File: src/rtl/mul_stream_pkg.sv
// Shared types and constants for the streaming multiplier engine.
package mul_stream_pkg;

    localparam int DATA_W = 32;
    localparam int TAG_W  = 8;

    // Bit positions inside the 2-bit per-operation mode field.
    localparam int MODE_SIGNED = 0;
    localparam int MODE_HIGH   = 1;

    typedef enum logic [1:0] {
        IDLE   = 2'd0,
        ACTIVE = 2'd1,
        FLUSH  = 2'd2
    } state_t;

    typedef struct packed {
        logic                valid;
        logic [1:0]          mode;
        logic [TAG_W-1:0]    tag;
        logic [2*DATA_W-1:0] product;
    } payload_t;

endpackage

File: src/rtl/mul_stream_engine_if.sv
// Operand/result stream bundle plus flush and status for mul_stream_engine.
interface mul_stream_engine_if #(
    parameter int DATA_LEN = 32,
    parameter int TAG_LEN  = 8
);
    logic                in_valid;
    logic                in_ready;
    logic [DATA_LEN-1:0] in_a;
    logic [DATA_LEN-1:0] in_b;
    logic [1:0]          in_mode;
    logic [TAG_LEN-1:0]  in_tag;
    logic                flush;
    logic                out_valid;
    logic                out_ready;
    logic [DATA_LEN-1:0] out_result;
    logic [TAG_LEN-1:0]  out_tag;
    logic                out_overflow;
    logic                busy;
    logic [31:0]         done_count;

    modport master (
        output in_valid, in_a, in_b, in_mode, in_tag, flush, out_ready,
        input  in_ready, out_valid, out_result, out_tag, out_overflow, busy, done_count
    );

    modport slave (
        input  in_valid, in_a, in_b, in_mode, in_tag, flush, out_ready,
        output in_ready, out_valid, out_result, out_tag, out_overflow, busy, done_count
    );

endinterface

File: src/rtl/mul_stream_engine_sync_fifo.sv
// Single-clock first-word-fall-through FIFO with occupancy count and clear.
module sync_fifo #(
    parameter int WIDTH = 8,
    parameter int DEPTH = 4
) (
    input  logic                   clk,
    input  logic                   reset,
    input  logic                   clear,
    input  logic                   push,
    input  logic                   pop,
    input  logic [WIDTH-1:0]       wdata,
    output logic [WIDTH-1:0]       rdata,
    output logic                   valid,
    output logic [$clog2(DEPTH):0] count
);
    localparam int AW = $clog2(DEPTH);

    logic [WIDTH-1:0] mem [DEPTH];
    logic [AW-1:0]    wr_ptr;
    logic [AW-1:0]    rd_ptr;
    logic [AW:0]      count_q;

    always_ff @(posedge clk) begin
        if (reset || clear) begin
            wr_ptr  <= '0;
            rd_ptr  <= '0;
            count_q <= '0;
        end else begin
            if (push) wr_ptr <= wr_ptr + AW'(1);
            if (pop)  rd_ptr <= rd_ptr + AW'(1);
            case ({push, pop})
                2'b10:   count_q <= count_q + (AW+1)'(1);
                2'b01:   count_q <= count_q - (AW+1)'(1);
                default: count_q <= count_q;
            endcase
        end
    end

    // Storage is not reset; only entries behind a valid count are ever read out.
    always_ff @(posedge clk) begin
        if (push && !clear) mem[wr_ptr] <= wdata;
    end

    assign rdata = mem[rd_ptr];
    assign valid = (count_q != '0);
    assign count = count_q;

endmodule

File: src/rtl/mul_stream_engine.sv
// Tagged streaming multiplier: fixed-latency pipeline feeding a credit-protected result FIFO.
// state  | meaning
// IDLE   | nothing in the pipeline or the result FIFO
// ACTIVE | operations in the pipeline or waiting in the result FIFO
// FLUSH  | single cycle after a flush; everything has been discarded
module mul_stream_engine
    import mul_stream_pkg::*;
#(
    parameter int DATA_LEN       = DATA_W,
    parameter int PIPELINE_STAGE = 2,
    parameter int OUT_DEPTH      = 4,
    parameter int TAG_LEN        = TAG_W
) (
    input  logic         clk,
    input  logic         reset,
    mul_stream_engine_if.slave bus
);
    localparam int CNT_W   = $clog2(OUT_DEPTH + PIPELINE_STAGE) + 1;
    localparam int FCNT_W  = $clog2(OUT_DEPTH) + 1;
    localparam int ENTRY_W = DATA_LEN + TAG_LEN + 1;

    state_t                        state_q, state_d;
    payload_t [PIPELINE_STAGE-1:0] pipe_q;
    payload_t                      stage_in;
    payload_t                      stage_out;
    logic [2*DATA_LEN-1:0]         ext_a, ext_b;
    logic [DATA_LEN-1:0]           prod_hi, prod_lo, result;
    logic                          overflow;
    logic [CNT_W-1:0]              inflight;
    logic [FCNT_W-1:0]             fifo_count;
    logic                          fifo_valid;
    logic [ENTRY_W-1:0]            fifo_head;
    logic                          accept, pop;
    logic [31:0]                   done_q;

    // Credit: every accepted op already owns a FIFO slot, so the pipeline never stalls.
    assign bus.in_ready = !bus.flush && (state_q != FLUSH)
                          && ((inflight + CNT_W'(fifo_count)) < CNT_W'(OUT_DEPTH));
    assign accept = bus.in_valid && bus.in_ready;
    assign pop    = fifo_valid && bus.out_ready && !bus.flush;

    always_comb begin
        ext_a = bus.in_mode[MODE_SIGNED] ? {{DATA_LEN{bus.in_a[DATA_LEN-1]}}, bus.in_a}
                                         : {{DATA_LEN{1'b0}}, bus.in_a};
        ext_b = bus.in_mode[MODE_SIGNED] ? {{DATA_LEN{bus.in_b[DATA_LEN-1]}}, bus.in_b}
                                         : {{DATA_LEN{1'b0}}, bus.in_b};
        stage_in         = '0;
        stage_in.valid   = accept;
        stage_in.mode    = bus.in_mode;
        stage_in.tag     = bus.in_tag;
        stage_in.product = ext_a * ext_b;
    end

    always_ff @(posedge clk) begin
        if (reset || bus.flush) begin
            pipe_q <= '0;
        end else begin
            pipe_q[0] <= stage_in;
            for (int i = 1; i < PIPELINE_STAGE; i++) pipe_q[i] <= pipe_q[i-1];
        end
    end

    always_comb begin
        inflight = '0;
        for (int i = 0; i < PIPELINE_STAGE; i++) inflight = inflight + CNT_W'(pipe_q[i].valid);
    end

    assign stage_out = pipe_q[PIPELINE_STAGE-1];

    always_comb begin
        prod_hi  = stage_out.product[2*DATA_LEN-1:DATA_LEN];
        prod_lo  = stage_out.product[DATA_LEN-1:0];
        result   = stage_out.mode[MODE_HIGH] ? prod_hi : prod_lo;
        overflow = 1'b0;
        if (!stage_out.mode[MODE_HIGH]) begin
            overflow = stage_out.mode[MODE_SIGNED] ? (prod_hi != {DATA_LEN{prod_lo[DATA_LEN-1]}})
                                                   : (|prod_hi);
        end
    end

    sync_fifo #(
        .WIDTH (ENTRY_W),
        .DEPTH (OUT_DEPTH)
    ) u_out_fifo (
        .clk   (clk),
        .reset (reset),
        .clear (bus.flush),
        .push  (stage_out.valid),
        .pop   (pop),
        .wdata ({overflow, stage_out.tag, result}),
        .rdata (fifo_head),
        .valid (fifo_valid),
        .count (fifo_count)
    );

    always_ff @(posedge clk) begin
        if (reset) state_q <= IDLE;
        else       state_q <= state_d;
    end

    always_comb begin
        state_d = state_q;
        case (state_q)
            IDLE:    if (accept) state_d = ACTIVE;
            ACTIVE:  if ((inflight == '0) && !fifo_valid && !accept) state_d = IDLE;
            FLUSH:   state_d = IDLE;
            default: state_d = IDLE;
        endcase
        if (bus.flush) state_d = FLUSH;
    end

    always_ff @(posedge clk) begin
        if (reset)    done_q <= '0;
        else if (pop) done_q <= done_q + 32'd1;
    end

    assign bus.out_valid = fifo_valid;
    assign {bus.out_overflow, bus.out_tag, bus.out_result} = fifo_valid ? fifo_head : '0;
    assign bus.busy       = (state_q != IDLE);
    assign bus.done_count = done_q;

endmodule

File: src/flat_wrapper.sv
// flat-port wrapper written by rule: the top's interface ports become plain ports
module mul_stream_engine_flat import mul_stream_pkg::*;
#(
    parameter int DATA_LEN       = DATA_W,
    parameter int PIPELINE_STAGE = 2,
    parameter int OUT_DEPTH      = 4,
    parameter int TAG_LEN        = TAG_W
)
  (clk, reset, bus_in_valid, bus_in_a, bus_in_b, bus_in_mode, bus_in_tag, bus_flush, bus_out_ready, bus_in_ready, bus_out_valid, bus_out_result, bus_out_tag, bus_out_overflow, bus_busy, bus_done_count);
  mul_stream_engine_if #(.DATA_LEN(DATA_LEN), .TAG_LEN(TAG_LEN)) bus_i ();
  input  logic clk;
  input  logic reset;
  input wire logic [$bits(bus_i.in_valid)-1:0] bus_in_valid;
  input wire logic [$bits(bus_i.in_a)-1:0] bus_in_a;
  input wire logic [$bits(bus_i.in_b)-1:0] bus_in_b;
  input wire logic [$bits(bus_i.in_mode)-1:0] bus_in_mode;
  input wire logic [$bits(bus_i.in_tag)-1:0] bus_in_tag;
  input wire logic [$bits(bus_i.flush)-1:0] bus_flush;
  input wire logic [$bits(bus_i.out_ready)-1:0] bus_out_ready;
  output wire logic [$bits(bus_i.in_ready)-1:0] bus_in_ready;
  output wire logic [$bits(bus_i.out_valid)-1:0] bus_out_valid;
  output wire logic [$bits(bus_i.out_result)-1:0] bus_out_result;
  output wire logic [$bits(bus_i.out_tag)-1:0] bus_out_tag;
  output wire logic [$bits(bus_i.out_overflow)-1:0] bus_out_overflow;
  output wire logic [$bits(bus_i.busy)-1:0] bus_busy;
  output wire logic [$bits(bus_i.done_count)-1:0] bus_done_count;
  assign bus_i.in_valid = bus_in_valid;
  assign bus_i.in_a = bus_in_a;
  assign bus_i.in_b = bus_in_b;
  assign bus_i.in_mode = bus_in_mode;
  assign bus_i.in_tag = bus_in_tag;
  assign bus_i.flush = bus_flush;
  assign bus_i.out_ready = bus_out_ready;
  assign bus_in_ready = bus_i.in_ready;
  assign bus_out_valid = bus_i.out_valid;
  assign bus_out_result = bus_i.out_result;
  assign bus_out_tag = bus_i.out_tag;
  assign bus_out_overflow = bus_i.out_overflow;
  assign bus_busy = bus_i.busy;
  assign bus_done_count = bus_i.done_count;
  mul_stream_engine #(.DATA_LEN(DATA_LEN), .PIPELINE_STAGE(PIPELINE_STAGE), .OUT_DEPTH(OUT_DEPTH), .TAG_LEN(TAG_LEN)) u_core (.clk(clk), .reset(reset), .bus(bus_i));
endmodule
File: config.mk
export PLATFORM = sky130hd
export DESIGN_NAME = mul_stream_engine_flat
export DESIGN_NICKNAME = d
export VERILOG_FILES = /design/src/rtl/mul_stream_pkg.sv /design/src/rtl/mul_stream_engine_if.sv /design/src/rtl/mul_stream_engine_sync_fifo.sv /design/src/rtl/mul_stream_engine.sv /design/src/flat_wrapper.sv
export SDC_FILE = /design/constraint.sdc
export NUM_CORES = 2
export LEC_CHECK = 0
export CORE_MARGIN = 10
export CORE_UTILIZATION = 30
export CTS_BUF_LIST = sky130_fd_sc_hd__clkbuf_16
export DETAILED_ROUTE_END_ITERATION = 7
export PLACE_DENSITY = 0.44
export SETUP_SLACK_MARGIN = 0.15
export SLEW_MARGIN = 20
export SYNTH_ARGS = -nofsm -noshare
export SYNTH_HDL_FRONTEND = slang
export SYNTH_SLANG_ARGS = --single-unit
File: constraint.sdc
create_clock -name clk -period 10.04 [get_ports clk]
set_clock_uncertainty 0.2 [all_clocks]
set_input_delay 1.004 -clock clk [delete_from_list [all_inputs] [get_ports clk]]
set_output_delay 1.004 -clock clk [all_outputs]
set_load 0.05 [all_outputs]
### After elaboration in Yosys (flattened, before gate mapping)

Memories as Yosys holds them, arrays and structs flattened. A register that Yosys moved wholly into a read port is not among the register bits.
Index checks and enable logic that the tools add are counted.
W data, S select, Z words.

| storage, ports and cells | value |
|---|---|
| bits in registers | 191 |
| RAM bits | 164 |
| bits of input ports | 79 |
| output and inout bits | 76 |
| word-level logic and storage cells | 69 |
| memories | 1 |

Memories:

| name | words | width | rd ports | clocked after Yosys merged registers in | wr ports | line | source |
|---|---|---|---|---|---|---|---|
| u_core.u_out_fifo.mem | 4 | 41 | 1 | 1 | 1 | mul_stream_engine_sync_fifo.sv:18 | `logic [WIDTH-1:0] mem [DEPTH];` |

| cells by class | value |
|---|---|
| $add $sub $neg | 7 |
| $mul | 1 |
| $lt $le $gt $ge | 1 |
| equal/unequal tests | 9 |
| mux-type cells | 15 |
| reductions and logical operators | 21 |

Operators by type and width:

| operator | number |
|---|---|
| $mux W64 | 2 |
| $mul A64 B64 Y64 | 1 |
| $mux W41 | 1 |
| $add A32 B1 Y32 const B | 1 |
| $mux W32 | 1 |
| $ne A32 B32 Y1 | 1 |
| $reduce_or A32 Y1 | 1 |
| $mux W2 | 5 |
| $logic_and A1 B1 Y1 | 8 |
| $ne A3 B2 Y1 const B | 2 |
| $pmux W3 S2 | 1 |
| $add A2 B1 Y2 const B | 2 |
| $add A2 B3 Y4 | 1 |
| $eq A2 B1 Y1 const B | 2 |
| $logic_not A4 Y1 | 1 |
| $lt A4 B3 Y1 const B | 1 |
| $mux W1 | 4 |
| $ne A2 B1 Y1 const B | 2 |
| $pmux W2 S2 | 1 |
| $reduce_and A2 Y1 | 2 |
| $reduce_bool A2 Y1 | 2 |
| $add A3 B1 Y3 const B | 1 |
| $logic_not A1 Y1 | 3 |
| $reduce_bool A3 Y1 | 1 |
| other kinds (7) | 7 |

### Longest topological paths before layout

| depth | value |
|---|---|
| depth after elaboration | 10 |
| mapped depth | 35 |
| mapped depth without buffers | 33 |

### Hierarchy

From an unflattened synthesis, not the netlist that was laid out.

| second synthesis, totals | value |
|---|---|
| cell total of the unflattened synthesis | 5,959 |
| area total of the unflattened synthesis | 60,698.2 µm² |

By module, submodules not included:

| module | instances | cells each | area each (µm²) | seq. area each (µm²) |
|---|---|---|---|---|
| mul_stream_engine | 1 | 5,696 | 54,292.1 | 3,683.5 |
| sync_fifo | 1 | 263 | 6,406.1 | 5,104.9 |

### Least setup slack after synthesis

No wires, ideal clock.

| timing | value |
|---|---|
| path kind | input-to-reg |
| from | input port bus_in_mode[0] |
| to | register u_core.pipe_q[61] in the netlist's numbering |
| library setup time | 0.128 ns |
| arrival | 9.410 ns |
| required time | 9.712 ns |
| setup slack | 0.302 ns |
| cell stages on the path | 30 |
| path buffers | 1 |
| cells stage by stage | and2_0 -> clkbuf_1 -> nand2_1 -> inv_1 -> fa_1 -> inv_1 -> fa_1 -> inv_1 -> fa_1 -> inv_1 -> fa_1 -> inv_1 -> fa_1 -> fa_1 -> fa_1 -> inv_1 -> fa_1 -> fa_1 -> inv_1 -> fa_1 -> ha_1 -> a21oi_1 -> o21ai_0 -> a21o_1 -> a21o_1 -> a211o_1 -> a21o_1 -> a31oi_1 -> xor2_1 -> nor2_1 |

| between the ends | value |
|---|---|
| word-level cells in the longest chain between the ends | 2 |
| elaborated cells on any way between the ends | 3 |
| classes of those cells | mul (1); mux (2) |

Ends and longest elaborated chain:

| item | line | source |
|---|---|---|
| from (decl) | flat_wrapper.sv:16 | `input wire logic [$bits(bus_i.in_mode)-1:0] bus_in_mode;` |
| $mux W64 (on tied branches) | mul_stream_engine.sv:43, mul_stream_engine.sv:45 |  |
| $mul A64 B64 Y64 * | mul_stream_engine.sv:51 | `stage_in.product = ext_a * ext_b;` |
| to (decl) | mul_stream_engine.sv:23 | `payload_t [PIPELINE_STAGE-1:0] pipe_q;` |

Mark *: on every way between the ends. The rest lies on a longest branch, timed or not.
A chain may end at the register's enable or synchronous reset.

### Worst setup path after layout

Same ends and word-level chain as after synthesis.

==> summary.md <==
The clock transition time at the flip-flop clock pins of the worst setup and hold paths came out at 60 ps. TritonCTS built the clock tree. The cell with the most instances on the worst path was sky130_fd_sc_hd__fa_1. The floorplan die width is 468 µm, and the vertical die dimension is 468 µm. The worst setup path is launched from an input pin. The worst endpoint required time is 10220 ps. The tools report the capturing instance or port of the critical path as u_core.pipe_q[61].

The maximum clock insertion buffer count is 3, and the number of top-level pins is 155. After the first detailed-routing iteration, the DRC count stood at 1971. The number of failing hold endpoints at the final stage is 0, and the post-route minimum period is 9580 ps. The largest total area in the synthesized netlist belongs to sky130_fd_sc_hd__fa_1. The library cell used most frequently in the layout, excluding fill and tap cells, is sky130_fd_sc_hd__inv_1. For this run, design rule violations remaining after detail routing come to 0. The final-stage net count was 8162; the area added between synthesis and finish was 15.1%. The fraction of layout cells with a size suffix above 1 was 10.1%; the largest net degree at the start of global routing was 77. Terminus of the critical flop-to-flop path: u_core.bus.done_count[19]. The run gives 68200 µm² as the placement-stage cell area. The net count after synthesis was 7785. For this run, asynchronously set or reset flops after synthesis account for 0%. In this run the remaining antenna-violating nets after routing total 0. The transition time of the tightest slew-check pin is 856 ps. In this run the core area contains 164 standard-cell rows. Counting the buffers created by CTS gives 38. The register bit total from synthesis was 357. In the finished design, the share of the clock period the worst path needs comes to 95.4%. The tree is rooted in a sky130_fd_sc_hd__clkbuf_16.

The run finished with clean final reports. For this run the aggregate overflow at the end of global routing stands at 0. Data on the critical path arrives at its endpoint at 9760 ps. Tracing the worst setup path back leads to its startpoint at bus_in_mode[0].

The largest individual stage delay along the critical path comes from the cell sky130_fd_sc_hd__fa_1. The count of buffers added on input and output ports is 154. Summed over its instances, the top area cell type makes up 47.1% of the synthesized netlist area.

For the via count of the first global-routing pass, the log shows 44700. For the clock net sink count, the log shows 357. The critical setup path kind is input pin to register. Setup repair after global routing could not meet its margin everywhere. In the final timing run, aggregate negative setup slack is 0 ps.

For the number of endpoints failing setup at the final stage, the log shows 0. The run gives 6 as the initial antenna violation count. Register-to-register setup slack: 6560 ps.

In this run the most critical hold path is launched from u_core.pipe_q[3]. The total area inside the core boundary comes to 200000 µm². Summing over every cut layer, the via total after detailed routing is 39800. Yosys mapped a number of flops with a built-in enable equal to 164. Most common flop cell mapped by yosys: sky130_fd_sc_hd__dfxtp_1. The total of fill cells in the finished design is 20500. The tools report the number of standard cells after synthesis as 5969. The congestion estimate from routability-driven global placement came to 0.900. The run gives 30.2% as the initial core utilization.

The worst flop-to-flop path startpoint was u_core.u_out_fifo.count[0]. In the routed layout, each cell is associated on average with a via count of 4.40. Of all nets on the critical path, the largest fanout is 20. Cells fill 34.7% of the core in the end. Global routing used 16.2% of the available tracks across all layers. The logs give 5 for the length of the first detailed-routing pass in iterations and 274 mm for the global-route wire length before repair.

The worst pin sits at a relative slew slack of 42.9%. The count of different cell masters after synthesis came out at 74. The H-tree depth reported by CTS was 2. In this run the worst hold path is classified as register to register. Leaving out fill and tap cells, the most frequent cells in the layout are sky130_fd_sc_hd__inv_1, sky130_fd_sc_hd__fa_1, sky130_fd_sc_hd__and2_1, sky130_fd_sc_hd__nand2_1, sky130_fd_sc_hd__buf_4. After synthesis, the cell types taking the most area are sky130_fd_sc_hd__fa_1, sky130_fd_sc_hd__inv_1, sky130_fd_sc_hd__edfxtp_1. A synthesized cell averages 10.1 µm². The final worst hold slack is 217 ps. The die area was 219000 µm²; the later-pin clock latency in the skew report was 540 ps.

The worst setup path is captured at a register. The run gives 0 as the number of pins with negative max-slew slack in the final report. The wire length reported by the detailed router is 176 mm.

Across the run, the number of max-cap violations was 0. After synthesis, flip-flops and latches occupy 14.6% of the total area. The run gives 0 as the number of warnings issued by yosys.

Timing would allow up to 104 MHz. In this design, the stage delay of the slowest critical-path cell is 620 ps. The summed area of non-filler cells in the final layout is 69400 µm², and the average wire per standard cell is 19.5 µm. The cell area that synthesis handed to floorplanning was 60300 µm². Once detailed placement completed, the half-perimeter wirelength came to 155 mm. The number of cells on the worst reg-to-reg path was 9.
cell usage after synthesis, types with 8 or more instances:
cell type                     n
sky130_fd_sc_hd__nor2_1     140
sky130_fd_sc_hd__and2_1     687
sky130_fd_sc_hd__fa_1      1419
sky130_fd_sc_hd__a31oi_1     17
sky130_fd_sc_hd__nand4_1     21
sky130_fd_sc_hd__mux4_2      41
sky130_fd_sc_hd__buf_1       23
sky130_fd_sc_hd__o21bai_1    11
sky130_fd_sc_hd__clkbuf_1   239
sky130_fd_sc_hd__xnor2_1     88
sky130_fd_sc_hd__and3_1      29
sky130_fd_sc_hd__nor3_1      13
sky130_fd_sc_hd__a21o_1      37
sky130_fd_sc_hd__nand2_1    594
sky130_fd_sc_hd__inv_1     1547
sky130_fd_sc_hd__nor4_1      12
sky130_fd_sc_hd__ha_1       318
sky130_fd_sc_hd__edfxtp_1   164
sky130_fd_sc_hd__or3_1        8
sky130_fd_sc_hd__dfxtp_1    193
sky130_fd_sc_hd__o21ai_0     41
sky130_fd_sc_hd__nand3_1     34
sky130_fd_sc_hd__xor2_1      62
sky130_fd_sc_hd__a21oi_1     87
sky130_fd_sc_hd__mux2_2      32
sky130_fd_sc_hd__a211oi_1     9
flip-flops by register name, summed over array words and instances (netlist names), named ones only:
signal and flops:
u_core.state_q 2, u_core.u_out_fifo.mem 164, u_core.u_out_fifo.count 3, u_core.bus.done_count 32, u_core.u_out_fifo.rd_ptr 2, u_core.u_out_fifo.wr_ptr 2, u_core.pipe_q 150
repair_timing:
item                       CTS  global route
gates resized for setup      0            19
buffers inserted             0             0
setup endpoints to repair    0            12
hold buffers                 0             0
worst min-delay path by stage:
stage                         end  cells after the start
2_1_floorplan  u_core.pipe_q[100]                      1
3_3_place_gp    u_core.pipe_q[77]                      1
3_5_place_dp    u_core.pipe_q[79]                      1
4_1_cts         u_core.pipe_q[78]                      1
5_1_grt         u_core.pipe_q[77]                      1
6_report        u_core.pipe_q[78]                      1
stage by stage:
step	worst slack, ps	cells
global route	135	9033
detailed placement	-288	8962
floorplan	302	5969
CTS	262	9031
global placement	-232	8962
finish	459	9036
cell type report:
class                      instances  area [µm²]  area share [%]
tap                             2656        3320            4.79
clock buffer                      39         976            1.41
sequential                       357        8790            12.7
inverter                        1547        5810            8.36
antenna                            5        12.5          0.0180
clock inverter                    30         215           0.310
multi-input combinational       3797       44800            64.5
timing repair buffer             605        5540            7.97
worst max-delay path: cells and delay by family:
kind                       cells  cell delay [ps]
AOI/OAI and AO/OA              7             1340
xor gates and xnor gates       1              170
adders and majority gates     11             5470
buffers and inverters          8             1360
and+or+nand+nor                3              410
layer usage:
layer	up-vias	track usage, %	share of wire, %
met1	20800	23.7	49
met2	690	26.0	45
met4	0	2.73	1.9
met5	-	0	0
li1	18100	-	-
met3	153	1.93	4.1
logic make-up (layout without fill, tap and decap cells):
logic type | count (synthesis) | after routing | synth area share [%]
flip-flops | 357 | 357 | 14.6
AO/OA/AOI/OAI | 265 | 265 | 2.84
AND/OR/NAND/NOR | 1566 | 1566 | 13.2
other | 0 | 5 | 0
XOR/XNOR | 150 | 150 | 2.18
adder cells (fa/ha/maj) | 1740 | 1740 | 53.7
multiplexers | 76 | 76 | 2.18
buffers and inverters | 1815 | 2221 | 11.3
Power is left out: the tool's default activity adds up to more than one toggle a clock period on the data nets, which glitch-free logic cannot reach.
